[config.mk]
export PLATFORM = sky130hd
export DESIGN_NAME = pump3_mux_ctrl
export DESIGN_NICKNAME = d
export VERILOG_FILES = /design/src/rtl/pump_ctrl_pkg.sv /design/src/rtl/air_dwell_timer.sv /design/src/rtl/pump3_mux_ctrl.sv
export SDC_FILE = /design/constraint.sdc
export NUM_CORES = 1
export LEC_CHECK = 0
export CAP_MARGIN = 20
export CORE_MARGIN = 10
export CORE_UTILIZATION = 40
export CTS_BUF_LIST = sky130_fd_sc_hd__clkbuf_8 sky130_fd_sc_hd__clkbuf_16
export CTS_CLUSTER_SIZE = 14
export DETAILED_ROUTE_END_ITERATION = 12
export SLEW_MARGIN = 10
export SYNTH_ARGS = -nofsm -noshare
export SYNTH_HDL_FRONTEND = slang
export SYNTH_SLANG_ARGS = --single-unit
[constraint.sdc]
create_clock -name clk -period 2.85 [get_ports clk]
set_input_delay 0.57 -clock clk [delete_from_list [all_inputs] [get_ports clk]]
set_output_delay 0.57 -clock clk [all_outputs]
set_load 0.02 [all_outputs]
[src/rtl/pump_ctrl_pkg.sv]
// pump_ctrl_pkg: shared types and constants for the pump3/mux3 pneumatic
// sequencer.
//   state_t      - sequencer FSM states
//   AIR_CLOSED / AIR_OPEN
//                - air-line levels (pressurised air closes a valve)
//   SEL_*        - mux inlet encodings carried on cmd_sel
//   PHASE_PAT    - {pump1,pump2,pump3} pattern for peristaltic phases P0..P5
//   mux_air()    - {sc,sb,sa} levels with only the selected inlet open
package pump_ctrl_pkg;

  typedef enum logic [2:0] {
    ST_IDLE   = 3'd0,
    ST_BREAK  = 3'd1,
    ST_SETTLE = 3'd2,
    ST_PUMP   = 3'd3,
    ST_PARK   = 3'd4
  } state_t;

  localparam logic AIR_CLOSED = 1'b1;
  localparam logic AIR_OPEN   = 1'b0;

  localparam logic [1:0] SEL_A       = 2'd0;
  localparam logic [1:0] SEL_B       = 2'd1;
  localparam logic [1:0] SEL_C       = 2'd2;
  localparam logic [1:0] SEL_ILLEGAL = 2'd3;

  localparam int NUM_PHASES = 6;

  localparam logic [2:0] PHASE_PAT [0:NUM_PHASES-1] = '{
    3'b101, 3'b100, 3'b110, 3'b010, 3'b011, 3'b001
  };

  // Bit 0 = sa, bit 1 = sb, bit 2 = sc. An illegal select opens nothing.
  function automatic logic [2:0] mux_air(input logic [1:0] sel);
    logic [2:0] m;
    m = {3{AIR_CLOSED}};
    case (sel)
      SEL_A:   m[0] = AIR_OPEN;
      SEL_B:   m[1] = AIR_OPEN;
      SEL_C:   m[2] = AIR_OPEN;
      default: m = {3{AIR_CLOSED}};
    endcase
    return m;
  endfunction

endpackage

[src/rtl/air_dwell_timer.sv]
// air_dwell_timer: load / count-down timer used for every dwell interval
// (break, settle, park) and every peristaltic phase.
//   clk, rst_n  - clock, synchronous active-low reset
//   load        - load load_val this edge (takes priority over counting)
//   load_val    - interval length in cycles (>= 1)
//   expired     - high during the last cycle of the loaded interval
// A value of N loaded on edge E makes expired high in the cycle ending at
// edge E+N, so the owner moves on exactly N cycles after loading.
module air_dwell_timer #(
  parameter int W = 10
) (
  input  logic         clk,
  input  logic         rst_n,
  input  logic         load,
  input  logic [W-1:0] load_val,
  output logic         expired
);

  logic [W-1:0] cnt_q;

  always_ff @(posedge clk) begin
    if (!rst_n) begin
      cnt_q <= '0;
    end else if (load) begin
      cnt_q <= load_val;
    end else if (cnt_q != '0) begin
      cnt_q <= cnt_q - W'(1);
    end
  end

  assign expired = (cnt_q == W'(1));

endmodule

[src/rtl/pump3_mux_ctrl.sv]
// pump3_mux_ctrl: sequences the air lines of one 3-inlet mux (sa/sb/sc) and
// one 3-valve peristaltic pump (pump1..3).
//   clk, rst_n           - clock, synchronous active-low reset
//   cmd_valid/cmd_ready  - command handshake
//   cmd_sel/rev/strokes  - inlet (3 = illegal), direction, stroke count
//   abort                - abandon the active command (via PARK)
//   sa, sb, sc           - mux valve air (1 = closed)
//   pump1..pump3         - pump valve air (1 = closed)
//   busy                 - not idle
//   done, done_err, done_aborted - one-cycle completion pulse and status
//   strokes_done         - strokes completed for current/last command
//   dbg_state            - current FSM state
//
// Handshake: a command transfers on any edge where cmd_valid && cmd_ready;
// cmd_ready is high only while idle and the command fields are sampled on
// that edge only. cmd_valid may be held across the done cycle to chain a
// command; the chained one still runs BREAK first.
//
// Every output is a register loaded from the next-state view, so the air
// lines change on the very edge the FSM changes state.
module pump3_mux_ctrl
  import pump_ctrl_pkg::*;
#(
  parameter int PHASE_CYCLES = 1000,
  parameter int DEAD_CYCLES  = 500,
  parameter int STROKE_W     = 16
) (
  input  logic                clk,
  input  logic                rst_n,
  input  logic                cmd_valid,
  output logic                cmd_ready,
  input  logic [1:0]          cmd_sel,
  input  logic                cmd_rev,
  input  logic [STROKE_W-1:0] cmd_strokes,
  input  logic                abort,
  output logic                sa,
  output logic                sb,
  output logic                sc,
  output logic                pump1,
  output logic                pump2,
  output logic                pump3,
  output logic                busy,
  output logic                done,
  output logic                done_err,
  output logic                done_aborted,
  output logic [STROKE_W-1:0] strokes_done,
  output state_t              dbg_state
);

  localparam int MAX_DWELL = (PHASE_CYCLES > DEAD_CYCLES) ? PHASE_CYCLES : DEAD_CYCLES;
  localparam int TW        = $clog2(MAX_DWELL + 1);
  localparam logic [TW-1:0] DEAD_LD  = TW'(DEAD_CYCLES);
  localparam logic [TW-1:0] PHASE_LD = TW'(PHASE_CYCLES);

  state_t              state_q, state_d;
  logic [1:0]          sel_q, sel_d;
  logic                rev_q, rev_d;
  logic [STROKE_W-1:0] strokes_q, strokes_d;
  logic [STROKE_W-1:0] cnt_q, cnt_d;
  logic [STROKE_W-1:0] cnt_inc;
  logic [2:0]          pos_q, pos_d;
  logic                aborted_q, aborted_d;

  logic                tmr_load;
  logic [TW-1:0]       tmr_val;
  logic                tmr_expired;

  logic [2:0]          mux_d;
  logic [2:0]          pump_d;
  logic [2:0]          pat_idx;
  logic                done_d, err_d, abt_d;
  logic                accept;

  assign accept  = cmd_valid && cmd_ready;
  assign cnt_inc = cnt_q + STROKE_W'(1);

  air_dwell_timer #(.W(TW)) u_timer (
    .clk      (clk),
    .rst_n    (rst_n),
    .load     (tmr_load),
    .load_val (tmr_val),
    .expired  (tmr_expired)
  );

  // Next-state logic
  always_comb begin
    state_d   = state_q;
    sel_d     = sel_q;
    rev_d     = rev_q;
    strokes_d = strokes_q;
    cnt_d     = cnt_q;
    pos_d     = pos_q;
    aborted_d = aborted_q;
    tmr_load  = 1'b0;
    tmr_val   = DEAD_LD;
    done_d    = 1'b0;
    err_d     = 1'b0;
    abt_d     = 1'b0;

    case (state_q)
      ST_IDLE: begin
        // abort is deliberately ignored here, even alongside an accept
        if (accept) begin
          if (cmd_sel == SEL_ILLEGAL) begin
            done_d = 1'b1;
            err_d  = 1'b1;
          end else begin
            state_d   = ST_BREAK;
            sel_d     = cmd_sel;
            rev_d     = cmd_rev;
            strokes_d = cmd_strokes;
            cnt_d     = '0;
            aborted_d = 1'b0;
            tmr_load  = 1'b1;
            tmr_val   = DEAD_LD;
          end
        end
      end

      ST_BREAK, ST_SETTLE, ST_PUMP: begin
        if (abort) begin
          // Abort wins over a coincident expiry: the phase (and any stroke
          // it would have finished) is not credited.
          state_d   = ST_PARK;
          aborted_d = 1'b1;
          tmr_load  = 1'b1;
          tmr_val   = DEAD_LD;
        end else if (tmr_expired) begin
          tmr_load = 1'b1;
          if (state_q == ST_BREAK) begin
            state_d = ST_SETTLE;
            tmr_val = DEAD_LD;
          end else if (state_q == ST_SETTLE) begin
            if (strokes_q == '0) begin
              state_d = ST_PARK;
              tmr_val = DEAD_LD;
            end else begin
              state_d = ST_PUMP;
              pos_d   = 3'd0;
              tmr_val = PHASE_LD;
            end
          end else if (pos_q == 3'(NUM_PHASES - 1)) begin
            // Stroke boundary; cnt_q < strokes_q here, so no wrap.
            cnt_d = cnt_inc;
            if (cnt_inc == strokes_q) begin
              state_d = ST_PARK;
              tmr_val = DEAD_LD;
            end else begin
              pos_d   = 3'd0;
              tmr_val = PHASE_LD;
            end
          end else begin
            pos_d   = pos_q + 3'd1;
            tmr_val = PHASE_LD;
          end
        end
      end

      ST_PARK: begin
        if (tmr_expired) begin
          state_d = ST_IDLE;
          done_d  = 1'b1;
          abt_d   = aborted_q;
        end
      end

      default: begin
        state_d = ST_IDLE;
      end
    endcase
  end

  // Air levels for the state being entered
  always_comb begin
    mux_d   = {3{AIR_CLOSED}};
    pump_d  = {3{AIR_CLOSED}};
    pat_idx = rev_d ? (3'(NUM_PHASES - 1) - pos_d) : pos_d;
    if (state_d == ST_SETTLE || state_d == ST_PUMP) begin
      mux_d = mux_air(sel_d);
    end
    if (state_d == ST_PUMP) begin
      pump_d = PHASE_PAT[pat_idx];
    end
  end

  always_ff @(posedge clk) begin
    if (!rst_n) begin
      state_q      <= ST_IDLE;
      sel_q        <= SEL_A;
      rev_q        <= 1'b0;
      strokes_q    <= '0;
      cnt_q        <= '0;
      pos_q        <= 3'd0;
      aborted_q    <= 1'b0;
      sa           <= AIR_CLOSED;
      sb           <= AIR_CLOSED;
      sc           <= AIR_CLOSED;
      pump1        <= AIR_CLOSED;
      pump2        <= AIR_CLOSED;
      pump3        <= AIR_CLOSED;
      cmd_ready    <= 1'b1;
      busy         <= 1'b0;
      done         <= 1'b0;
      done_err     <= 1'b0;
      done_aborted <= 1'b0;
    end else begin
      state_q      <= state_d;
      sel_q        <= sel_d;
      rev_q        <= rev_d;
      strokes_q    <= strokes_d;
      cnt_q        <= cnt_d;
      pos_q        <= pos_d;
      aborted_q    <= aborted_d;
      sa           <= mux_d[0];
      sb           <= mux_d[1];
      sc           <= mux_d[2];
      pump1        <= pump_d[2];
      pump2        <= pump_d[1];
      pump3        <= pump_d[0];
      cmd_ready    <= (state_d == ST_IDLE);
      busy         <= (state_d != ST_IDLE);
      done         <= done_d;
      done_err     <= err_d;
      done_aborted <= abt_d;
    end
  end

  assign strokes_done = cnt_q;
  assign dbg_state    = state_q;

endmodule

==> metrics.md <==
| Metric | Value |
|---|---|
| Most used DFF post-synth | `dfxtp_1` |
| GRT overflow | `0` |
| Ys async rst share | `0%` |
| Seq pwr share | `about 41%` |
| Detailed router's first-iteration violation count | `between 200 and 300` |
| Total GRT Usage | `between 10% and 20%` |
| GP Congestion | `between 0.8 and 0.9` |
| Max stage delay on crit path | `0.58 ns` |
| Leak | `around 1.7 nW` |
| Synthesis warning total | `0` |
| PD cells | `between 500 and 600 nW/um2` |
| Main area contributors after synthesis | `dfxtp_1 (35%), nand2_1 (6.5%), a21oi_1 (6.5%), nor2_1 (4.5%), xnor2_1 (2.9%)` |
| Pin count of the biggest net entering global routing | `45` |
| Worst EP required | `about 3.1 ns` |
| Fillers | `820` |
| Detailed-route via count | `approximately 3600` |
| Hold Vio Cnt, Final | `0` |
| Cell family with most CP delay | `simple AND/OR/NAND/NOR gates` |
| Hold WC Path Type | `reg -> reg` |
| Detailed Routing Iterations Pass 1 | `5` |
| Starting density of the core | `40.9%` |
| Fmax | `approximately 0.37 GHz` |
| Crit-path cells | `nand2_1 -> or4_4 -> a2111o_1 -> a211oi_2 -> nand4_1 -> and2_4 -> and2_4 -> o31ai_1` |
| Clk slew on worst S/H paths | `approximately 0.080 ns` |
| Crit path buffers/inverters | `0` |
| MaxCap Viol Count | `0` |
| Final ANT Viol Nets | `0` |
| Die area | `approximately 13000 um2` |
| Worst-margin pin slew | `0.734 ns` |
| CORE AREA | `8720 um2` |
| Pint | `~0.0018 W` |
| Non-filler cells, final | `roughly 630` |
| Hold Buf Count CTS | `0` |
| Final nets | `between 500 and 600` |
| Sw frac | `32.2%` |
| Critical path's slowest cell | `or4_4` |
| Crit Path Class | `reg -> reg` |
| Fraction of layout cells with a size suffix above 1 | `between 10% and 20%` |
| Row count | `34` |
| CP Capture Type | `flip-flop` |
| Drt wl/cell | `~17 um` |
| Clock buffer depth | `2` |
| Ant diodes | `0` |
| Slew HR | `approximately half` |
| Period utilization | `95.0%` |
| Synth top area share | `roughly 35%` |
| Combinational power share | `26.0%` |
| H-Tree Depth | `3` |
| Global-route wire length before repair | `17.1 mm` |
| Syn-to-layout area delta | `27.1%` |
| Vias in the first global route | `roughly 3500` |
| Count leader, synth | `dfxtp_1` |
| Number of CTS-inserted buffers | `9` |
| VDD IR-drop max | `approximately 0.00045 V` |
| Tmin final | `2.71 ns` |
| Die Width | `114 um` |
| Cell taking the most area after synthesis | `dfxtp_1` |
| CTS tree | `built` |
| Drt total wl | `10.4 mm` |
| CTS Sinks | `63` |
| CP most frequent cell | `and2_4` |
| Startpoint Class | `flip-flop` |
| Net Count, Synth | `approximately 480` |
| Die height | `between 100 and 150 um` |
| Post-synth EDFFs | `0` |
| Switch Pwr | `approximately 0.00085 W` |
| Max FO, Critical Path | `8` |
| Pins Over Slew Limit | `0` |
| Ports | `53` |
| Avg Inst Size Synth | `~7.9 um2` |
| Crit Reg-Reg Startpoint | `strokes_done[7]$_SDFFE_PN0P_` |
| Worst EP arrival | `2.96 ns` |
| Mapped Area | `approximately 3600 um2` |
| Outcome | `complete, no violations` |
| Register area share after synthesis | `about 35%` |
| Synthesized flop and latch total | `between 60 and 70` |
| DP HPWL | `7.71 mm` |
| Cells after Synth | `around 450` |
| Vias per inst | `between 5 and 6` |
| Post-synth top cells | `dfxtp_1 (63), nand2_1 (62), a21oi_1 (46)` |
| Clk pwr share | `approximately a third` |
| Initial antenna violation count | `0` |
| Hold Worst Slack | `0.464 ns` |
| Setup violations, final | `0` |
| Clock Skews | `~0.015 ns` |
| Clk_lat worst skew | `0.35 ns` |
| Placed insts | `a little over 600` |
| Port Buffers | `52` |
| Cell variety after synth | `between 70 and 80` |
| # DRC | `0` |
| CP startpoint | `strokes_done[7]$_SDFFE_PN0P_` |
| Worst hold start | `aborted_q$_SDFFE_PN0P_` |
| Root Buffer | `clkbuf_8` |
==> power groups by stage <==
stage                     Sequential [W]  Combinational (W)  Clock [W]
final                            0.00108           0.000685   0.000871
after global routing             0.00109           0.000770   0.000930
after CTS                        0.00107           0.000687   0.000887
after detailed placement         0.00109           0.000683          0
after global placement           0.00109           0.000673          0
after floorplan                  0.00107           0.000493          0
==> layout make-up <==
type	instances	area, um2	area share, %
clock buffer	9	124	2.73
multi-input combinational	356	2170	47.8
tap	108	135	2.98
sequential	63	1260	27.9
clock inverter	7	96.3	2.13
timing repair buffer	78	716	15.8
inverter	8	30.0	0.663
==> per-layer routing <==
metal,global-route usage (%),vias to the layer above,part of all wire (%)
li1,-,1769,-
met1,18.7,1706,43
met2,26.9,102,49
met3,4.93,15,7.3
met4,4.85,0,1.2
met5,0,-,0
==> cells by family (layout without fill, tap and decap cells) <==
logic type / Yosys count / in the layout / share of synthesized area (%)
fa+ha+maj: 5 / 5 / 1.75
buf+inv: 35 / 102 / 4.03
mux: 3 / 3 / 0.877
simple gates: 205 / 205 / 29.9
flops: 63 / 63 / 35.4
xor+xnor: 23 / 23 / 6.07
compound gates: 120 / 120 / 22.0
==> repair_timing <==
| action | CTS | global route |
|---|---|---|
| setup endpoints to repair | 0 | 9 |
| buffers inserted | 0 | 1 |
| resized for setup | 0 | 1 |
==> placed cells by master, fill, tap and decap left out, drive strengths merged, types with 5 or more instances in the layout <==
cell type	netlist	routed
ha	5	5
and3	6	6
nor2	43	43
inv	7	9
nand3	16	16
clkbuf	22	9
nand2	62	62
and2	6	6
a21o	7	7
xnor2	12	12
nor4	12	12
clkdlybuf4s50	0	52
a21oi	47	47
nor3	12	12
nand4	11	11
a211oi	7	7
nand3b	6	6
nand2b	5	5
o21ai	19	19
dfxtp	63	63
a31oi	8	8
xor2	10	10
buf	5	26
==> worst reg2reg max path, stage by stage, from the launching register on <==
cell and delay (ns):
dfxtp_1 0.46, nand2_1 0.14, or4_4 0.58, a2111o_1 0.43, a211oi_2 0.20, nand4_1 0.23
and2_4 0.23, and2_4 0.15, o31ai_1 0.21
==> worst paths after layout <==
kind / end / slack, ns / cells past startpoint
setup / recovery: pump3$_SDFF_PN1_ / 0.14 / 8
hold / removal: done_aborted$_SDFF_PN0_ / 0.46 / 2
setup reg to reg: pump3$_SDFF_PN1_ / 0.14 / 8
hold reg to reg: done_aborted$_SDFF_PN0_ / 0.46 / 2
==> sequential cells by signal, summed over array words and instances (netlist names), 2 cells and up <==
name and cells:
pos_q 3, strokes_q 16, u_timer.cnt_q 10, strokes_done 16, dbg_state 3, sel_q 2
==> through the flow <==
stage	worst slack [ns]	TNS [ns]	power, W	area (um2)	utilization, %
after floorplan	0.0281	0	0.00156	3570	-
after global placement	0.152	0	0.00176	4300	49.3
after detailed placement	0.0777	0	0.00177	4300	49.3
after CTS	0.0808	0	0.00265	4520	51.8
after global routing	-0.0248	-0.0465	0.00279	4530	52.0
final	0.142	0	0.00263	4530	52.0
(Power assumes the default switching activity.)
